<file path="src/rtl/trap_ctrl.sv">
// Trap sequencing at the commit point: decides on interrupts, exceptions and MRET,
// drains the pipeline, pulses the CSR update strobe and redirects fetch.
//
// state    | meaning
// ---------+------------------------------------------------------------
// IDLE     | watching commits; csr_itype shows synchronized irq levels
// DRAIN    | flushing the pipeline, waiting out the minimum and mem_busy
// ENTER    | one-cycle csr_enter with latched pc/code/kind
// LEAVE    | one-cycle csr_leave for MRET
// REDIRECT | one-cycle fetch redirect to mtvec (trap) or mepc (mret)
module trap_ctrl (
    input  logic        clk,
    input  logic        reset,
    input  logic        commit_valid,
    input  logic [63:0] commit_pc,
    input  logic        commit_exc,
    input  logic [62:0] commit_code,
    input  logic        commit_mret,
    input  logic        mem_busy,
    input  logic        csr_mie_g,
    input  logic [2:0]  csr_mie_en,
    input  logic [63:0] csr_mtvec,
    input  logic [63:0] csr_mepc,
    input  logic        irq_timer,
    input  logic        irq_sw,
    input  logic        irq_ext,
    output logic        csr_enter,
    output logic        csr_leave,
    output logic [63:0] csr_pc,
    output logic [62:0] csr_code,
    output logic [2:0]  csr_itype,
    output logic        flush,
    output logic        stall_commit,
    output logic        redirect_valid,
    output logic [63:0] redirect_pc
);

    localparam logic [2:0] ITYPE_NONE  = 3'd0;
    localparam logic [2:0] ITYPE_EXC   = 3'd1;
    localparam logic [2:0] ITYPE_TIMER = 3'd2;
    localparam logic [2:0] ITYPE_SW    = 3'd3;
    localparam logic [2:0] ITYPE_EXT   = 3'd4;

    localparam logic [62:0] CODE_SW    = 63'd3;
    localparam logic [62:0] CODE_TIMER = 63'd7;
    localparam logic [62:0] CODE_EXT   = 63'd11;

    // Two DRAIN cycles minimum: the counter is loaded with one and must reach zero first.
    localparam logic [1:0] DRAIN_LOAD = 2'd1;

    typedef enum logic [2:0] {
        S_IDLE,
        S_DRAIN,
        S_ENTER,
        S_LEAVE,
        S_REDIRECT
    } state_t;

    state_t      state;
    logic [1:0]  drain_cnt;
    logic [63:0] lat_pc;
    logic [62:0] lat_code;
    logic [2:0]  lat_itype;
    logic        lat_mret;

    // Bit order {ext, timer, sw} lines up with the mie enable bits {11, 7, 3}.
    logic [2:0]  irq_meta;
    logic [2:0]  irq_sync;
    logic [2:0]  irq_pend;

    logic        irq_take;
    logic [62:0] irq_code;
    logic [2:0]  irq_itype;
    logic [2:0]  idle_itype;
    logic        take;

    always_ff @(posedge clk) begin
        if (reset) begin
            irq_meta <= '0;
            irq_sync <= '0;
        end else begin
            irq_meta <= {irq_ext, irq_timer, irq_sw};
            irq_sync <= irq_meta;
        end
    end

    assign irq_pend = irq_sync & csr_mie_en & {3{csr_mie_g}};

    always_comb begin
        irq_take  = 1'b0;
        irq_code  = '0;
        irq_itype = ITYPE_NONE;
        if (irq_pend[2]) begin
            irq_take  = 1'b1;
            irq_code  = CODE_EXT;
            irq_itype = ITYPE_EXT;
        end else if (irq_pend[0]) begin
            irq_take  = 1'b1;
            irq_code  = CODE_SW;
            irq_itype = ITYPE_SW;
        end else if (irq_pend[1]) begin
            irq_take  = 1'b1;
            irq_code  = CODE_TIMER;
            irq_itype = ITYPE_TIMER;
        end
    end

    // Unmasked view of the synchronized levels, shown on csr_itype while idle.
    always_comb begin
        idle_itype = ITYPE_NONE;
        if (irq_sync[2]) begin
            idle_itype = ITYPE_EXT;
        end else if (irq_sync[0]) begin
            idle_itype = ITYPE_SW;
        end else if (irq_sync[1]) begin
            idle_itype = ITYPE_TIMER;
        end
    end

    assign take = commit_valid && (irq_take || commit_exc || commit_mret);

    always_ff @(posedge clk) begin
        if (reset) begin
            state          <= S_IDLE;
            drain_cnt      <= '0;
            lat_pc         <= '0;
            lat_code       <= '0;
            lat_itype      <= ITYPE_NONE;
            lat_mret       <= 1'b0;
            csr_enter      <= 1'b0;
            csr_leave      <= 1'b0;
            csr_pc         <= '0;
            csr_code       <= '0;
            flush          <= 1'b0;
            stall_commit   <= 1'b0;
            redirect_valid <= 1'b0;
        end else begin
            case (state)
                S_IDLE: begin
                    if (take) begin
                        state        <= S_DRAIN;
                        drain_cnt    <= DRAIN_LOAD;
                        lat_pc       <= commit_pc;
                        flush        <= 1'b1;
                        stall_commit <= 1'b1;
                        if (irq_take) begin
                            lat_code  <= irq_code;
                            lat_itype <= irq_itype;
                            lat_mret  <= 1'b0;
                        end else if (commit_exc) begin
                            lat_code  <= commit_code;
                            lat_itype <= ITYPE_EXC;
                            lat_mret  <= 1'b0;
                        end else begin
                            lat_code  <= '0;
                            lat_itype <= ITYPE_NONE;
                            lat_mret  <= 1'b1;
                        end
                    end
                end
                S_DRAIN: begin
                    if (drain_cnt != 2'd0) begin
                        drain_cnt <= drain_cnt - 2'd1;
                    end else if (!mem_busy) begin
                        flush <= 1'b0;
                        if (lat_mret) begin
                            state     <= S_LEAVE;
                            csr_leave <= 1'b1;
                        end else begin
                            state     <= S_ENTER;
                            csr_enter <= 1'b1;
                            csr_pc    <= lat_pc;
                            csr_code  <= lat_code;
                        end
                    end
                end
                S_ENTER: begin
                    state          <= S_REDIRECT;
                    csr_enter      <= 1'b0;
                    csr_pc         <= '0;
                    csr_code       <= '0;
                    redirect_valid <= 1'b1;
                end
                S_LEAVE: begin
                    state          <= S_REDIRECT;
                    csr_leave      <= 1'b0;
                    redirect_valid <= 1'b1;
                end
                S_REDIRECT: begin
                    state          <= S_IDLE;
                    redirect_valid <= 1'b0;
                    stall_commit   <= 1'b0;
                end
                default: begin
                    state          <= S_IDLE;
                    csr_enter      <= 1'b0;
                    csr_leave      <= 1'b0;
                    flush          <= 1'b0;
                    stall_commit   <= 1'b0;
                    redirect_valid <= 1'b0;
                end
            endcase
        end
    end

    // MRET carries ITYPE_NONE in its latch, so LEAVE and its REDIRECT report NONE.
    assign csr_itype   = (state == S_IDLE) ? idle_itype : lat_itype;
    assign redirect_pc = redirect_valid ? (lat_mret ? csr_mepc : csr_mtvec) : 64'd0;

endmodule

</file>
<file path="config.mk">
export PLATFORM = sky130hd
export DESIGN_NAME = trap_ctrl
export DESIGN_NICKNAME = d
export VERILOG_FILES = /design/src/rtl/trap_ctrl.sv
export SDC_FILE = /design/constraint.sdc
export NUM_CORES = 1
export LEC_CHECK = 0
export CORE_ASPECT_RATIO = 0.6
export CORE_MARGIN = 2
export CORE_UTILIZATION = 40
export CTS_CLUSTER_SIZE = 14
export DETAILED_ROUTE_END_ITERATION = 6
export MAX_ROUTING_LAYER = met4
export PLACE_DENSITY = 0.84
export SYNTH_ARGS = -nofsm -noshare
export SYNTH_HDL_FRONTEND = slang
export SYNTH_SLANG_ARGS = --single-unit
</file>
<file path="constraint.sdc">
create_clock -name clk -period 2.3 [get_ports clk]
set_clock_uncertainty 0.15 [all_clocks]
set_input_delay 0.46 -clock clk [delete_from_list [all_inputs] [get_ports clk]]
set_output_delay 0.46 -clock clk [all_outputs]
set_load 0.01 [all_outputs]
</file>
# After elaboration in Yosys (flattened, before gate mapping)
# Index checks and enable logic that the tools add are counted.
[classes]
addsub = 1
eq_ne = 10
muxes = 51
bitwise_logic = 6
n_reduce_logical = 21
[ops]
columns = ["cell", "count"]
rows = [
  ["$mux 64", 5],
  ["$mux 63", 5],
  ["$pmux 64 s2", 1],
  ["$pmux 63 s2", 1],
  ["$mux 3", 9],
  ["$mux 1", 16],
  ["$reduce_and 4->1", 4],
  ["$mux 2", 6],
  ["$ne 2x2->1 const B", 6],
  ["$reduce_or 3->1", 4],
  ["$pmux 3 s3", 1],
  ["$pmux 1 s2", 4],
  ["$and 3x3->3", 2],
  ["$eq 3x2->1 const B", 2],
  ["$reduce_and 3->1", 2],
  ["$reduce_bool 2->1", 3],
  ["$mux 4", 1],
  ["$not 1->1", 4],
  ["$pmux 2 s2", 1],
  ["$reduce_and 2->1", 2],
  ["$reduce_or 2->1", 2],
  ["$eq 3x1->1 const B", 1],
  ["$eq 3x3->1 const B", 1],
  ["$logic_not 3->1", 1],
  ["4 further kinds", 5],
]
[word_totals]
ff_bits = 274
inputBits = 268
output_inout_bits = 199
word_cells = 104

# Longest topological paths before layout
# Gate-level depths: netlist (run 1).
[depth]
depth_word = 10
mapped_depth = 9

# Least setup slack after synthesis (run 1)
# OpenSTA, ideal clock, no wires.
[synth_timing]
path_type = "register to output"
start = "register state[1]"
end = "output csr_itype[1]"
arrival_ns = 1.504
setup_slack_ns = 0.186
stages_incl_launch_ff = 7
path_buffers = 4
path_cell_list = "dfxtp_1 buf_6 or3_1 buf_2 buf_2 buf_6 o31ai_1"
[synth_between]
elab_chain_len = 2
[synth_rtl]
columns = ["item", "line", "rtl"]
rows = [
  ["from (decl)", "59", "state_t state;"],
  ["from (signal assigned)", "124", "state <= S_IDLE;"],
  ["from (signal assigned)", "141", "state <= S_DRAIN;"],
  ["from (signal assigned)", "167", "state <= S_LEAVE;"],
  ["$logic_not 3->1", "207", "assign csr_itype = (state == S_IDLE) ? idle_itype : lat_itype;"],
  ["$mux 3", "207", ""],
  ["to (decl)", "31", "output logic [2:0] csr_itype,"],
]
# No other way between the ends.

# Final worst setup path (run 1)
[layout_timing]
start = "register lat_mret"
end = "output redirect_pc[11]"
[layout_between]
elab_chain_len = 2
[layout_rtl]
columns = ["item", "line", "rtl"]
rows = [
  ["from (decl)", "64", "logic lat_mret;"],
  ["from (signal assigned)", "129", "lat_mret <= 1'b0;"],
  ["from (signal assigned)", "149", "lat_mret <= 1'b0;"],
  ["from (signal assigned)", "153", "lat_mret <= 1'b0;"],
  ["$mux 64 (2 in series)", "208", "assign redirect_pc = redirect_valid ? (lat_mret ? csr_mepc : csr_mtvec) : 64'd0;"],
  ["to (decl)", "35", "output logic [63:0] redirect_pc"],
]
# No other way between the ends.

==> results of run 1 <==
-- how the worst max path moves through the flow --
stage | start | endpoint | slack [ns] | cells past startpoint
floorplan | state[1] | csr_itype[1] | 0.19 | 6
global placement | csr_mtvec[48] | redirect_pc[48] | -0.19 | 4
detailed placement | csr_mie_en[1] | lat_itype[0] | -0.18 | 6
CTS | lat_mret | redirect_pc[10] | -0.27 | 8
global route | lat_mret | redirect_pc[10] | -0.32 | 7
finish | lat_mret | redirect_pc[11] | -0.31 | 7
-- flip-flops by register name, summed over array words and instances, names as in the netlist --
signal,cells
csr_code,63
csr_enter,1
csr_leave,1
csr_pc,64
drain_cnt,2
flush,1
irq_meta,3
irq_sync,3
lat_code,63
lat_itype,3
lat_mret,1
lat_pc,64
redirect_valid,1
stall_commit,1
state,3
-- power by group --
part	leakage [nW]	switching [mW]	internal [mW]
logic	3.93	1.09	1.09
registers	2.22	0.0926	4.91
clock network	0.452	1.92	2.73
total	6.61	3.10	8.73
-- layout make-up --
cell class                      instances  area, um^2
Antenna cell                            9       22.52
Clock buffer                           38       788.3
Timing Repair Buffer                  568        5738
Inverter                                5       18.77
Fill cell                            2245       10270
Tap cell                              400       500.5
Clock inverter                          9       141.4
Sequential cell                       274        5498
Multi-Input combinational cell        974        5913
-- metal layers --
metal | part of all wire, % | GRT usage (%) | vias to the layer above | wire length [um]
met5 | 0 | - | - | 0
met4 | 7.9 | 21.74 | 0 | 4062
met2 | 45 | 49.13 | 693 | 23350
li1 | - | - | 5783 | -
met3 | 9.9 | 8.566 | 201 | 5119
met1 | 37 | 35.22 | 6077 | 19220
-- cells by family after synthesis --
group	count (synthesis)
buffers and inverters	151
and+or+nand+nor	373
adders and majority gates	1
muxes	68
AOI/OAI and AO/OA	532
DFF	274
-- per-stage QoR --
step / setup TNS, ns / total power, mW / cells / hold WS (ns) / instance area (um^2)
after floorplan: 0 / 5.985 / 1399 / 0.2638 / 11800
after global placement: -3.011 / 6.946 / 2185 / 0.2789 / 17060
after detailed placement: -5.611 / 6.986 / 2185 / 0.2720 / 17060
after CTS: -8.841 / 11.80 / 2262 / 0.1178 / 18430
after global routing: -11.47 / 12.22 / 2276 / 0.1327 / 18620
final: -7.653 / 11.84 / 2277 / 0.1411 / 18620
-- cell usage after synthesis, types with 7 or more instances --
library cell | n | area, um^2
dfxtp_1 | 274 | 5485
nor2b_1 | 74 | 462.9
nand3_1 | 66 | 330.3
o21ai_1 | 25 | 125.1
a31o_2 | 25 | 219.0
clkbuf_2 | 8 | 40.04
o21ai_0 | 172 | 860.8
clkbuf_1 | 62 | 232.7
a31o_1 | 34 | 297.8
nor2_1 | 7 | 26.28
buf_6 | 9 | 101.4
nand2b_1 | 63 | 394.1
mux2i_1 | 66 | 660.6
a21oi_1 | 259 | 1296
buf_4 | 13 | 97.59
buf_2 | 53 | 265.3
nand2_1 | 143 | 536.8
-- worst max-delay path, stage by stage, from the launching register on --
cell and delay, ns:
dfxtp_4 0.40, buf_12 0.12, buf_12 0.11, buf_16 0.12, buf_8 0.11, mux2i_1 0.32, nor2b_1 0.09, buf_4 0.18
-- repair_timing --
action | 4_1_cts | 5_1_grt
pin swaps | 3 | 6
resized for setup | 300 | 67
setup buffers | 25 | 16
hold buffers | 0 | 0
cloned | 5 | 0
endpoints found under the setup margin | 67 | 125
==> metrics.yaml, run 1 <==
setup_path:
  required_ns: 1.69
  regToRegSetupSlack_ns: 0.17
  endpoint_kind: "output port"
  rr_worst_depth: 7
  worstReg2RegStart: "lat_mret"
  crit_arrival_ns: 2.00
  worstSetupPathType: "reg -> out"
  worstReg2RegEnd: "csr_code[57]"
  crit_fanout: 4
  start_kind: "register"
placement:
  place_congestion: 0.9150
  place_ws_ns: -0.1799
  hpwl_mm: 33.24
  port_buffers: 466
yosys:
  synthCells: 1399
  async_reset_ff_share_pct: 0
  synth_area_um2: 11800
  synth_cell_types: 48
  synthAdderAreaFrac_pct: 0.1061
  syn_nets: 1668
  yosys.area_share.simple_pct: 16.19
  seq_area_frac_synth_pct: 46.50
  synth_xor_area_share_pct: 0
  synth_compound_area_share_pct: 24.88
  muxShareOfSynthArea_pct: 5.887
  yosys_warnings: 0
  synth_top_family_by_area: "compound AO/OA/AOI/OAI gates"
  synthFlopType: "dfxtp_1"
  synth_edf_count: 0
  synth_seq_cells: 274
  syn_area_per_cell_um2: 8.431
layout:
  area_growth_pct: 57.87
  final_common_cell: "clkdlybuf4s50_1"
  final_cell_mix: "clkdlybuf4s50_1, dfxtp_1, a21oi_1, o21ai_0, nand2_1"
  drive_gt1_share_pct: 15.79
  nets: 2119
  finish.utilization_pct: 64.46
floorplan:
  coreArea_um2: 28890
  die_area_um2: 30920
  row_count: 48
  start_util_pct: 40.83
  io_pins: 467
  die_h_um: 137.0
  die_x_um: 225.7
sta:
  max_freq_ghz: 0.3831
  slew_headroom_pct: 55.04
  hold_viol_final: 0
  rsz0062_at_grt: "true"
  setup_violations: 61
  tightest_slew_ns: 0.6674
  worst_slack_ns: -0.3106
  finalCritPeriodShare_pct: 113.5
  finalCriticalPeriod_ns: 2.611
  slew_violations: 0
drt:
  avgRoutedWirePerCell_um: 22.72
  route.vias.total: 12750
  vias_per_cell: 5.601
  routed_wirelength_mm: 51.74
  drc: 0
  drtIter0Drc: 1167
  detail-route-antenna-nets: 0
  drt_pass1_iterations: 5
power:
  power_per_cell_area_nw_per_um2: 635.7
  ir_drop_uv: 567.0
  leakage_nw: 6.606
clock_tree:
  cts.path.max_buffers: 3
  h-tree-depth: 1
  cts_tree: "done"
  clk_latency_ns: 0.55
  cts_buffers: 27
  clkTransAtPathRegs_ns: 0.07
  cts-root-buf: "clkbuf_16"
  cts_sinks: 274
run:
  drv_cap: 0
grt:
  grt_pass1_vias: 12350
  grt_max_degree: 108
  grt_pass1_wl_mm: 72.51
  antenna_found_initial: 8
  track_usage_pct: 31.37
  globalRouteOverflowTotal: 0
status:
  outcome: "finished with violations"
  violations: "negative setup slack"
min_path:
  hold_class: "in -> reg"
  holdCritStartpoint: "reset"
  hold_depth: 2
  hold_end: "csr_code[27]"
Note: power is estimated with default switching activity, not from simulation.
==> run 2, diff against run 1 <==
--- a/config.mk
+++ b/config.mk
@@ -12,6 +12,7 @@
 export DETAILED_ROUTE_END_ITERATION = 6
 export MAX_ROUTING_LAYER = met4
 export PLACE_DENSITY = 0.84
+export SETUP_SLACK_MARGIN = 0.15
 export SYNTH_ARGS = -nofsm -noshare
 export SYNTH_HDL_FRONTEND = slang
 export SYNTH_SLANG_ARGS = --single-unit
==> metrics.yaml, run 2 (synthesis gave the netlist of run 1 again) <==
min_path:
  hold_end: "csr_code[30]"  # was csr_code[27]
  hold_class: "in -> reg"  # unchanged
  hold_depth: 2  # unchanged
  holdCritStartpoint: "reset"  # unchanged
drt:
  avgRoutedWirePerCell_um: 24.84  # was 22.72 um
  drtIter0Drc: 1475  # was 1,167
  detail-route-antenna-nets: 0  # unchanged
  route.vias.total: 13420  # was 12,750
  drc: 0  # unchanged
  drt_pass1_iterations: 6  # was 5
  routed_wirelength_mm: 57.48  # was 51.74 mm
  vias_per_cell: 5.800  # was 5.601
floorplan:
  die_x_um: 225.7  # unchanged
  die_area_um2: 30920  # unchanged
  io_pins: 467  # unchanged
  start_util_pct: 40.83  # unchanged
  die_h_um: 137.0  # unchanged
  row_count: 48  # unchanged
  coreArea_um2: 28890  # unchanged
sta:
  max_freq_ghz: 0.3539  # was 0.3831 GHz
  worst_slack_ns: -0.5257  # was -0.3106 ns
  slew_headroom_pct: 53.39  # was 55.04%
  finalCritPeriodShare_pct: 122.9  # was 113.5%
  rsz0062_at_grt: "true"  # unchanged
  hold_viol_final: 0  # unchanged
  tightest_slew_ns: 0.6919  # was 0.6674 ns
  finalCriticalPeriod_ns: 2.826  # was 2.611 ns
  setup_violations: 80  # was 61
  slew_violations: 0  # unchanged
status:
  violations: "negative setup slack"  # unchanged
  outcome: "finished with violations"  # unchanged
clock_tree:
  cts-root-buf: "clkbuf_16"  # unchanged
  cts_tree: "done"  # unchanged
  h-tree-depth: 1  # unchanged
  cts_buffers: 27  # unchanged
  cts.path.max_buffers: 3  # unchanged
  cts_sinks: 274  # unchanged
  clk_latency_ns: 0.55  # about the same
  clkTransAtPathRegs_ns: 0.07  # about the same
setup_path:
  worstSetupPathType: "reg -> out"  # unchanged
  endpoint_kind: "output port"  # unchanged
  worstReg2RegStart: "lat_mret"  # unchanged
  required_ns: 1.69  # about the same
  rr_worst_depth: 10  # was 7
  crit_arrival_ns: 2.22  # was 2.00 ns
  worstReg2RegEnd: "csr_code[59]"  # was csr_code[57]
  start_kind: "register"  # unchanged
  regToRegSetupSlack_ns: -0.20  # was 0.17 ns
  crit_fanout: 6  # was 4
grt:
  track_usage_pct: 32.30  # was 31.37%
  grt_pass1_vias: 12500  # was 12,350
  antenna_found_initial: 8  # unchanged
  globalRouteOverflowTotal: 0  # unchanged
  grt_max_degree: 108  # unchanged
  grt_pass1_wl_mm: 74.33  # was 72.51 mm
layout:
  final_area_um2: 19790  # was 18,620 um^2
  area_growth_pct: 67.78  # was 57.87%
  reg_top3: "csr_pc x64, lat_pc x64"  # unchanged
  instances_no_fill: 2314  # was 2,277
  drive_gt1_share_pct: 22.94  # was 15.79%
  final_common_cell: "clkdlybuf4s50_1"  # unchanged
  final_cell_mix: "clkdlybuf4s50_1, dfxtp_1, a21oi_1, o21ai_0, nand2_1"  # unchanged
  nets: 2156  # was 2,119
placement:
  place_area_um2: 17060  # unchanged
  place_congestion: 0.9150  # unchanged
  place_ws_ns: -0.1799  # unchanged
  dp.cells: 2185  # unchanged
  hpwl_mm: 33.24  # unchanged
  port_buffers: 466  # unchanged
power:
  ir_drop_uv: 546.1  # was 567.0 uV
  total_power_mw: 12.21  # was 11.84 mW
  leakage_nw: 7.076  # was 6.606 nW
  power_per_cell_area_nw_per_um2: 616.9  # was 635.7 nW/um^2
run:
  drv_cap: 0  # unchanged
## run 2: worst max-delay path by stage
stage,from,end,slack [ns]
2_1_floorplan,state[1],csr_itype[1],0.19
3_3_place_gp,csr_mtvec[48],redirect_pc[48],-0.19
3_5_place_dp,csr_mie_en[1],lat_itype[0],-0.18
4_1_cts,lat_mret,redirect_pc[10],-0.27
5_1_grt,lat_mret,redirect_pc[32],-0.52
6_report,lat_mret,redirect_pc[32],-0.53
## run 2: layout make-up
class                   instances  area (um^2)
diodes                          9        22.52
well taps                     400        500.5
multi-input cells             974         6310
flip-flops and latches        274         5497
clock buffers                  38        788.3
clock inverters                 9        141.4
fillers                      2014         9097
inverters                       5        18.77
repair buffers                605         6513
## run 2: repair_timing
item                                    4_1_cts  5_1_grt
pin swaps                                     7       32
resized for setup                           314      243
hold buffers                                  0        0
gates cloned                                  5       18
endpoints found under the setup margin      120      162
setup buffers                                33       17
## run 2: worst max-delay path, stage by stage (launching register included)
cell	delay, ns
dfxtp_4	0.42
buf_12	0.13
buf_6	0.09
buf_6	0.08
buf_8	0.13
mux2i_2	0.43
nor2b_1	0.15
buf_4	0.21
## run 2: report_power, final
part,internal [mW],total [mW],switching (mW)
combinational,1.25,2.49,1.24
sequential,4.91,5.02,0.106
clock,2.73,4.70,1.97
## run 2: metrics by stage
stage               hold slack (ns)  utilization, %  TNS [ns]
finish                       0.1248           68.51    -14.74
global placement             0.2789           59.04    -3.011
CTS                          0.1178           64.16    -8.782
global route                 0.1243           68.50    -18.96
detailed placement           0.2720           59.04    -5.611
floorplan                    0.2638               -         0
## run 2: per-layer routing
layer / wire length (um) / part of all wire, % / GRT usage, %
met1: 21030 / 37 / 36.16
met2: 25080 / 44 / 50.19
met3: 6638 / 12 / 10.54
met4: 4738 / 8.2 / 20.53
met5: 0 / 0 / -
